**config.mk**
```make
export PLATFORM = sky130hd
export DESIGN_NAME = mem_arbiter
export DESIGN_NICKNAME = d
export VERILOG_FILES = /design/src/rtl/mem_arb_pkg.sv /design/src/rtl/mem_arbiter.sv
export SDC_FILE = /design/constraint.sdc
export NUM_CORES = 1
export LEC_CHECK = 0
export ABC_AREA = 1
export CAP_MARGIN = 20
export CORE_MARGIN = 4
export CORE_UTILIZATION = 28
export CTS_CLUSTER_SIZE = 40
export DETAILED_ROUTE_END_ITERATION = 12
export DONT_BUFFER_PORTS = 1
export GPL_TIMING_DRIVEN = 1
export HOLD_SLACK_MARGIN = 0.02
export PLACE_DENSITY_LB_ADDON = 0.12
export SYNTH_ARGS = -nofsm -noshare
export SYNTH_HDL_FRONTEND = slang
export SYNTH_SLANG_ARGS = --single-unit
export TNS_END_PERCENT = 20
```
**constraint.sdc**
```tcl
create_clock -name clk -period 3.5 [get_ports clk]
set_clock_uncertainty 0.2 [all_clocks]
set_input_delay 0 -clock clk [delete_from_list [all_inputs] [get_ports clk]]
set_output_delay 0 -clock clk [all_outputs]
set_load 0.03 [all_outputs]
```
**src/rtl/mem_arb_pkg.sv**
```systemverilog
// Shared types and constants for the single-port SRAM arbiter.
package mem_arb_pkg;

  typedef enum logic [1:0] {
    S_IDLE = 2'd0,
    S_DM   = 2'd1,
    S_IM   = 2'd2
  } state_t;

  localparam logic [3:0] WEB_NONE = 4'b1111;

endpackage

```
**src/rtl/mem_arbiter.sv**
```systemverilog
// Arbitrates one single-port SRAM between the fetch port and the data port,
// serving data first and holding each read result until the pipeline advances.
module mem_arbiter
  import mem_arb_pkg::*;
#(
  parameter int ADDR_W = 14,
  parameter int LAT    = 2
) (
  input  logic              clk,
  input  logic              rst,
  input  logic              im_req,
  input  logic [31:0]       im_addr,
  output logic [31:0]       im_rdata,
  output logic              im_stall,
  input  logic              dm_read,
  input  logic              dm_write,
  input  logic [31:0]       dm_addr,
  input  logic [3:0]        dm_web,
  input  logic [31:0]       dm_wdata,
  output logic [31:0]       dm_rdata,
  output logic              dm_stall,
  output logic              mem_cs,
  output logic [3:0]        mem_web,
  output logic [ADDR_W-1:0] mem_addr,
  output logic [31:0]       mem_di,
  input  logic [31:0]       mem_do
);

  localparam int CNT_W = (LAT > 1) ? $clog2(LAT) : 1;
  localparam logic [CNT_W-1:0] CNT_LAST = CNT_W'(LAT - 1);

  state_t           state, state_nxt;
  logic [CNT_W-1:0] cnt;
  logic             im_done, dm_done;
  logic             dm_req, dm_pend, im_pend;
  logic             advance, last;

  assign dm_req   = dm_read | dm_write;
  assign dm_pend  = dm_req & ~dm_done;
  assign im_pend  = im_req & ~im_done;
  assign im_stall = im_pend;
  assign dm_stall = dm_pend;
  assign advance  = ~im_pend & ~dm_pend;
  assign last     = (state != S_IDLE) && (cnt == CNT_LAST);

  // Address bits outside the word index are intentionally ignored.
  logic unused_addr_bits;
  assign unused_addr_bits = ^{im_addr[1:0], im_addr[31:ADDR_W+2],
                              dm_addr[1:0], dm_addr[31:ADDR_W+2]};

  always_comb begin
    state_nxt = state;
    case (state)
      S_IDLE: begin
        if (dm_pend)      state_nxt = S_DM;
        else if (im_pend) state_nxt = S_IM;
      end
      S_DM: begin
        if (last) state_nxt = im_pend ? S_IM : S_IDLE;
      end
      S_IM: begin
        if (last) state_nxt = S_IDLE;
      end
      default: state_nxt = S_IDLE;
    endcase
  end

  // SRAM controls are decoded from the state so reset forces them idle at once.
  always_comb begin
    mem_cs   = 1'b0;
    mem_web  = WEB_NONE;
    mem_addr = '0;
    mem_di   = '0;
    case (state)
      S_DM: begin
        mem_cs   = 1'b1;
        mem_addr = dm_addr[ADDR_W+1:2];
        mem_web  = dm_write ? dm_web : WEB_NONE;
        mem_di   = dm_wdata;
      end
      S_IM: begin
        mem_cs   = 1'b1;
        mem_addr = im_addr[ADDR_W+1:2];
      end
      default: ;
    endcase
  end

  always_ff @(posedge clk or posedge rst) begin
    if (rst) begin
      state <= S_IDLE;
      cnt   <= '0;
    end else begin
      state <= state_nxt;
      if (state_nxt != state) cnt <= '0;
      else if (state != S_IDLE) cnt <= cnt + 1'b1;
    end
  end

  // Done flags block re-arbitration of a still-asserted request until advance.
  always_ff @(posedge clk or posedge rst) begin
    if (rst) begin
      im_done  <= 1'b0;
      dm_done  <= 1'b0;
      im_rdata <= '0;
      dm_rdata <= '0;
    end else if (advance) begin
      im_done <= 1'b0;
      dm_done <= 1'b0;
    end else if (last) begin
      if (state == S_DM) begin
        dm_done <= 1'b1;
        if (!dm_write) dm_rdata <= mem_do;
      end else begin
        im_done  <= 1'b1;
        im_rdata <= mem_do;
      end
    end
  end

endmodule

```
Word-level counts from Yosys, hierarchy flattened

Cells that the tools add are included.

Input port bits: 137
Output and inout bits: 117
Logic and storage cells: 52
Flip-flop bits (word level): 69

Mux-type cells: 19
Equality and inequality tests: 4
$add $sub $neg: 1
Reduce and logical (&&, ||, !) cells: 11
Bitwise logic cells: 11

Operators by type and width:

| kind                | count |
|---|---|
| $mux 32             | 1 |
| $pmux 14 s2         | 1 |
| $mux 2              | 5 |
| $mux 1              | 9 |
| $mux 4              | 2 |
| $reduce_bool 2->1   | 4 |
| $not 1->1           | 7 |
| $pmux 2 s3          | 1 |
| $reduce_and 2->1    | 2 |
| $reduce_and 4->1    | 1 |
| $and 1x1->1         | 3 |
| $reduce_and 3->1    | 1 |
| $eq 2x1->1 const B  | 1 |
| $eq 2x2->1 const B  | 1 |
| $logic_not 2->1     | 1 |
| $ne 2x2->1          | 1 |
| $ne 2x2->1 const B  | 1 |
| $reduce_or 2->1     | 1 |
| $add 1x1->1 const B | 1 |
| $logic_and 1x1->1   | 1 |
| $or 1x1->1          | 1 |

Longest topological paths before layout

Gate-level depths: netlist of the first run.

Depth after elaboration: 7
Depth in mapped cells: 12
Gate-level depth less buffers: 12

Worst setup path after synthesis of the first run

No wires, ideal clock.

Path type: register -> output
Start: reg state[1]
End: out mem_addr[0]
Arrival: 1.783 ns
Buffers on the path: 1
Required time: 3.300 ns
Path slack: 1.517 ns
Cell stages (with the launch flop): 6
Cell sequence: dfrtp_1 > inv_1 > ha_1 > inv_1 > clkbuf_1 > a21oi_1

Word-level cells in the longest chain between the ends: 2
Elaborated cells between the ends (all ways): 3
Those cells by class: 2 x eq/ne; 1 x mux

Ends and longest elaborated chain:

| element                                  | line              | source |
|---|---|---|
| start: declaration                       | mem_arbiter.sv:32 | `state_t state, state_nxt;` |
| start signal: assignment                 | mem_arbiter.sv:94 | `state <= state_nxt;` |
| $eq 2x2->1 or $eq 2x1->1 (tied branches) | mem_arbiter.sv:74 | `case (state)` |
| $pmux 14 s2 (*)                          | mem_arbiter.sv:74 |  |
| end: declaration                         | mem_arbiter.sv:24 | `output logic [ADDR_W-1:0] mem_addr,` |

Every way passes the cells marked *; elsewhere a longest branch is shown, timed or not.

Worst setup path in the final report of the first run

Start: reg state[1]
End: out mem_addr[9]

The elaborated chain is that of the path after synthesis.

==> impl_metrics.toml, run 1 <==
[power]
cellInternalPower_w = 0.00229
sw_frac_of_total_pct = 52.9
power.switching_w = 0.00257
clock_power_share_pct = 20.7
leakage_nw = 2.39
p_seq_share_pct = 44.3
combPwrFrac_pct = 35.0
power.density_nw_per_um2 = 1080
peakVddDrop_uv = 372

[sta]
min_period_over_period_pct = 70.9
relSlewSlack_pct = 39.9
final_hold_viol_count = 0
tightest_slew_ns = 0.901
setup_viol_count_final = 0
setup_tns_ns = 0
whs_ns = 0.00675
rsz0062_at_grt = "no"
period_minus_slack_ns = 2.48
drv_slew = 0
max_freq_ghz = 0.403

[grt]
track_usage_pct = 13.8
grt-ovfl-total = 0
grt_pass1_vias = 2745
antenna_found_initial = 0
grt_max_degree = 65
grt_pass1_wl_mm = 15.4

[synthesis]
netlist_instances = 416
synth_seq_cells = 69
yosysUniqueCellTypes = 20
synth-seq-area-share_pct = 49.9
avgSynthCellArea_sq_um = 8.31
syn-cell-area_sq_um = 3460
synth_edf_count = 0
syn-num-nets = 557
async_flop_share_pct = 100
ys.flop_type = "dfrtp_1"
synth_warnings = 0

[floorplan]
start_util_pct = 28.7
dieWidth_um = 119
row_count = 40
die_h_um = 119
core_area_sq_um = 12100
io_pins = 254
die_area_sq_um = 14200

[cts]
tritoncts = "done"
clock-sinks = 69
cts.clk_slew.worst_paths_ns = 0.05
cts_inserted_buffers = 9
htreeDepth = 3
cts_max_path_buffers = 2
cts_root_buffer = "clkbuf_16"
clk_latency_ns = 0.33

[detailed_routing]
firstDrtPassIters = 4
viasPerCell = 4.35
ant_nets = 0
wl_per_cell_um = 15.3
drc = 0
dr_total_vias = 2821
routed_wl_mm = 9.92
drt-initial-drc-count = 82

[critical_path]
required_ns = 3.30
slowest_stage = "a21oi_1"
critPathKind = "flip-flop to output pin"
worstPathCellList = "inv_1, ha_1, buf_4, nand2_1, a21oi_1"
worstSetupEndpointType = "output pin"
cp_top_family = "compound AO/OA/AOI/OAI gates"
cp.arrival_ns = 2.28
crit_fanout = 52
max_stage_delay_ns = 0.62
worst-path-buf-inv = 2
worstSetupStartpointType = "flip-flop"

[flow_run]
maxCapViolCount = 0

[cells_and_area]
final_net_count = 616
final_cell_mix = "141 x nand2_1, 78 x inv_1, 69 x dfrtp_1"
final_common_cell = "nand2_1"
diodes = 0
fin_area_sq_um = 4510
area.growth.synth_to_final_pct = 30.4
drive_above_1_share_pct = 13.5
final_cells = 648
utilization_pct = 37.4

[place]
gp_congestion = 0.767
place_area_sq_um = 3540
io_buffers = 0
dp_cells = 569
dp_hpwl_mm = 6.98

[worst_hold_path]
hold_path.class = "input pin to output pin"

[run_status]
status = "completed"
==> layout make-up <==
cell class                 instances  area [sq um]
multi-input combinational        247          1260
clock buffer                      11           253
sequential                        69          1730
fill                            1228          7550
timing repair buffer              69           676
tap                              168           210
clock inverter                     5          81.3
inverter                          79           297
==> registers in the layout, indices dropped and copies added (netlist names) <==
register and flops:
dm_rdata 32, im_rdata 32, state 2, cnt 1, dm_done 1, im_done 1
==> final timing paths <==
check	to	slack (ns)	cells after the start	start
max	mem_addr[9]	1.02	5	state[1]
min	mem_di[4]	0.007	2	dm_wdata[4]
max reg2reg	dm_rdata[27]	1.07	6	dm_done
min reg2reg	dm_done	0.33	2	dm_done
max in group asynchronous	im_rdata[28]	2.05	3	rst
min in group asynchronous	im_rdata[0]	0.13	2	rst
==> power groups by stage <==
stage | combinational, W | clock [W] | sequential (W)
floorplan | 0.00149 | 0 | 0.00206
global placement | 0.00163 | 0 | 0.00218
detailed placement | 0.00167 | 0 | 0.00218
CTS | 0.00173 | 0.00104 | 0.00217
global route | 0.00191 | 0.00108 | 0.00221
finish | 0.00170 | 0.00101 | 0.00216
==> cell usage after synthesis (4+ instances only) <==
cell,n,area share [%]
nand2_1,141,15
inv_1,79,8.6
dfrtp_1,69,50
o21ai_2,35,8.9
o21ai_0,22,3.2
a21oi_1,14,2.0
buf_6,11,3.6
o21ai_1,9,1.3
nand3_1,6,0.87
ha_1,4,1.4
nand3b_1,4,0.87
nor2_1,4,0.43
==> through the flow <==
stage,setup WS [ns],total power (W)
final,1.02,0.00486
after global routing,0.871,0.00520
after CTS,0.992,0.00494
after detailed placement,1.13,0.00384
after global placement,1.16,0.00381
after floorplan,1.52,0.00354
==> what timing repair did <==
item,in CTS,in global routing
buffers inserted,0,0
resized for setup,0,0
hold buffers,63,0
hold endpoints to repair,138,0
==> cell families (layout without fill, tap and decap cells) <==
kind of cell | Yosys count | count (layout) | synth area share (%)
AOI/OAI and AO/OA | 82 | 82 | 16.1
adders and majority gates | 4 | 4 | 1.45
buffers and inverters | 100 | 164 | 13.5
DFF | 69 | 69 | 49.9
and+or+nand+nor | 161 | 161 | 19.0
==> layer usage <==
| layer | track usage (%) | wire (um) |
|---|---|---|
| met1 | 15.4 | 3680 |
| met2 | 23.5 | 4960 |
| met3 | 5.98 | 1110 |
| met4 | 4.49 | 165 |
| met5 | 0 | 0 |
(Power assumes the default switching activity.)
==> inputs of run 2 (changes only) <==
Settings changed: ABC_AREA 1 to 0.
Clock period 3.5 ns to 2 ns, I/O delays scaled along.
==> run 2 against run 1 <==
Compared with the run above: first-iteration DRC count shrank 17%; setup slack worse by 0.94 ns; cell area rose by 10%; clock-buffer cell count shrank 1; global-route usage fell by 0.34 points; register-to-register slack worse by 0.96 ns; critical path type unchanged; critical endpoint is now mem_web[2]; largest cell class unchanged; highest routed layer unchanged.
==> impl_metrics.toml, run 2 <==
[critical_path]
crit_fanout = 12
worstSetupEndpointType = "output pin"
critPathKind = "flip-flop to output pin"
reg2reg_depth = 7
r2r_slack_ns = 0.11
r2r-start = "state[1]"
cp.arrival_ns = 1.72
worstSetupStartpointType = "flip-flop"
r2r_end = "im_rdata[29]"
required_ns = 1.80

[cts]
htreeDepth = 3
clk_latency_ns = 0.32
post_cts_buffers = 0
cts.clk_slew.worst_paths_ns = 0.05
cts_inserted_buffers = 9
tritoncts = "done"
cts_max_path_buffers = 2
cts_root_buffer = "clkbuf_16"
clock-sinks = 69

[synthesis]
ys.flop_type = "dfrtp_1"
synth_top_area_share_pct = 51.1
synth_edf_count = 0
avgSynthCellArea_sq_um = 13.6
netlist_instances = 249
yosysMostFrequentCell = "dfrtp_1"
netlist_top_cells_area = "dfrtp_1 51%, mux2_4 13%, mux2_2 11%, and2_1 5.9%, a22oi_1 3.3%"
synth.area.mux_share_pct = 25.0
synth_commonest_cells = "69 x dfrtp_1, 34 x mux2_2, 32 x and2_1"
synth-seq-area-share_pct = 51.1
synth_xor_area_share_pct = 0
async_flop_share_pct = 100
yosysUniqueCellTypes = 33
synth_compound_area_share_pct = 5.41
synth_top_family_by_area = "multiplexers"
syn-cell-area_sq_um = 3380
synth_warnings = 0
synthSimpleGateAreaFrac_pct = 13.7
syn-num-nets = 390
yosys.area_share.adder_pct = 1.48
synth_seq_cells = 69
yosysTopAreaCell = "dfrtp_1"

[sta]
min_period_over_period_pct = 96.0
tightest_slew_ns = 0.467
worst_slack_ns = 0.0800
relSlewSlack_pct = 68.7
rsz0062_at_grt = "yes"
period_minus_slack_ns = 1.92
final_hold_viol_count = 0
max_freq_ghz = 0.521
setup_viol_count_final = 0
drv_slew = 0

[floorplan]
die_h_um = 118
dieWidth_um = 118
core_area_sq_um = 11600
io_pins = 254
row_count = 39
die_area_sq_um = 13900
start_util_pct = 29.1

[worst_hold_path]
hold_depth = 2
holdPathEnd = "mem_di[25]"
hold_path.class = "input pin to output pin"
hp-start = "dm_wdata[25]"

[cells_and_area]
regArea_sq_um = 1730
fillers = 1068
area.growth.synth_to_final_pct = 47.4
biggestRegsByFlops = "dm_rdata: 32 flops, im_rdata: 32 flops, state: 2 flops"
diodes = 0
final_common_cell = "dfrtp_1"
final_net_count = 502
final_cell_mix = "68 x dfrtp_1, 61 x buf_4, 43 x dlygate4sd3_1"
final_cells = 509
drive_above_1_share_pct = 48.9
multi_input_area_sq_um = 1610

[grt]
grt_pass1_vias = 2668
grt-ovfl-total = 0
track_usage_pct = 13.4
antenna_found_initial = 0
grt_max_degree = 36
grt_pass1_wl_mm = 14.7

[place]
dp_hpwl_mm = 6.58
gp_congestion = 0.749
dpl_worst_slack_ns = 0.0709
dp_cells = 446
io_buffers = 0

[detailed_routing]
ant_nets = 0
routed_wl_mm = 9.34
drc = 0
wl_per_cell_um = 18.3
drt-initial-drc-count = 68
firstDrtPassIters = 3
viasPerCell = 4.70
dr_total_vias = 2390

[power]
peakVddDrop_uv = 696
leakage_nw = 2.35
power.density_nw_per_um2 = 1890

[flow_run]
maxCapViolCount = 0

[run_status]
status = "completed"
==> run 2: cell types whose count changed after synthesis, moves of 15 or more <==
cell and change:
and2_1 +32, nand2_1 -138, o21ai_0 -20, inv_1 -75, mux2_2 +34, mux2_4 +30, o21ai_2 -35, a22oi_1 +15
==> run 2: final cells by class <==
cell class / count / area share [%]
Clock buffer: 10 / 4.80
Timing Repair Buffer: 115 / 22.1
Inverter: 4 / 0.301
Tap cell: 143 / 3.59
Sequential cell: 69 / 34.7
Clock inverter: 6 / 2.19
Multi-Input combinational cell: 162 / 32.3
==> run 2: worst max-delay path by stage <==
stage | startpoint | slack [ns] | end | cells past startpoint
5_1_grt | state[1] | -0.0006 | mem_web[2] | 6
6_report | state[1] | 0.08 | mem_web[2] | 6
3_3_place_gp | state[1] | 0.05 | im_rdata[4] | 7
2_1_floorplan | rst | 0.06 | cnt | 1
4_1_cts | state[1] | 0.02 | mem_addr[7] | 7
3_5_place_dp | state[1] | 0.07 | im_rdata[22] | 7
==> run 2: kinds of logic after synthesis <==
group,count (synthesis)
buffers and inverters,18
AOI/OAI and AO/OA,24
adders and majority gates,4
and+or+nand+nor,69
muxes,65
DFF,69
==> run 2: repair_timing <==
item | in CTS | in global routing
hold buffers | 43 | 0
gates cloned | 3 | 0
setup endpoints to repair | 50 | 62
hold endpoints to repair | 142 | 0
gates resized for setup | 8 | 18
==> run 2: layer usage <==
layer / vias up / GRT usage (%) / wire length, um
li1: 1087 / - / -
met5: - / 0 / 0
met1: 1151 / 15.0 / 3510
met4: 0 / 5.35 / 235
met2: 138 / 23.1 / 4770
met3: 14 / 5.00 / 815
==> run 2: worst max-delay path, cell delays in order, from the launching register on <==
cell	delay (ns)
dfrtp_1	0.39
inv_2	0.10
ha_4	0.14
buf_6	0.14
buf_12	0.14
nand2_1	0.10
or2_2	0.38
==> run 2: stage by stage <==
stage	util (%)	area, sq um	total power (W)	hold WS (ns)	TNS, ns
6_report	42.9	4980	0.00943	0.0493	0
3_5_place_dp	34.7	4030	0.00724	-0.243	0
4_1_cts	42.3	4910	0.00947	0.0499	0
2_1_floorplan	-	3380	0.00617	-0.0519	0
5_1_grt	42.9	4980	0.00991	0.0580	-0.000644
3_3_place_gp	34.7	4030	0.00721	-0.258	0
==> run 2: report_power, final <==
group          leakage (nW)  internal (W)  switching, W
registers             0.846       0.00207       0.00183
clock network         0.173       0.00125      0.000571
logic                  1.34       0.00199       0.00173
total                  2.35       0.00530       0.00413
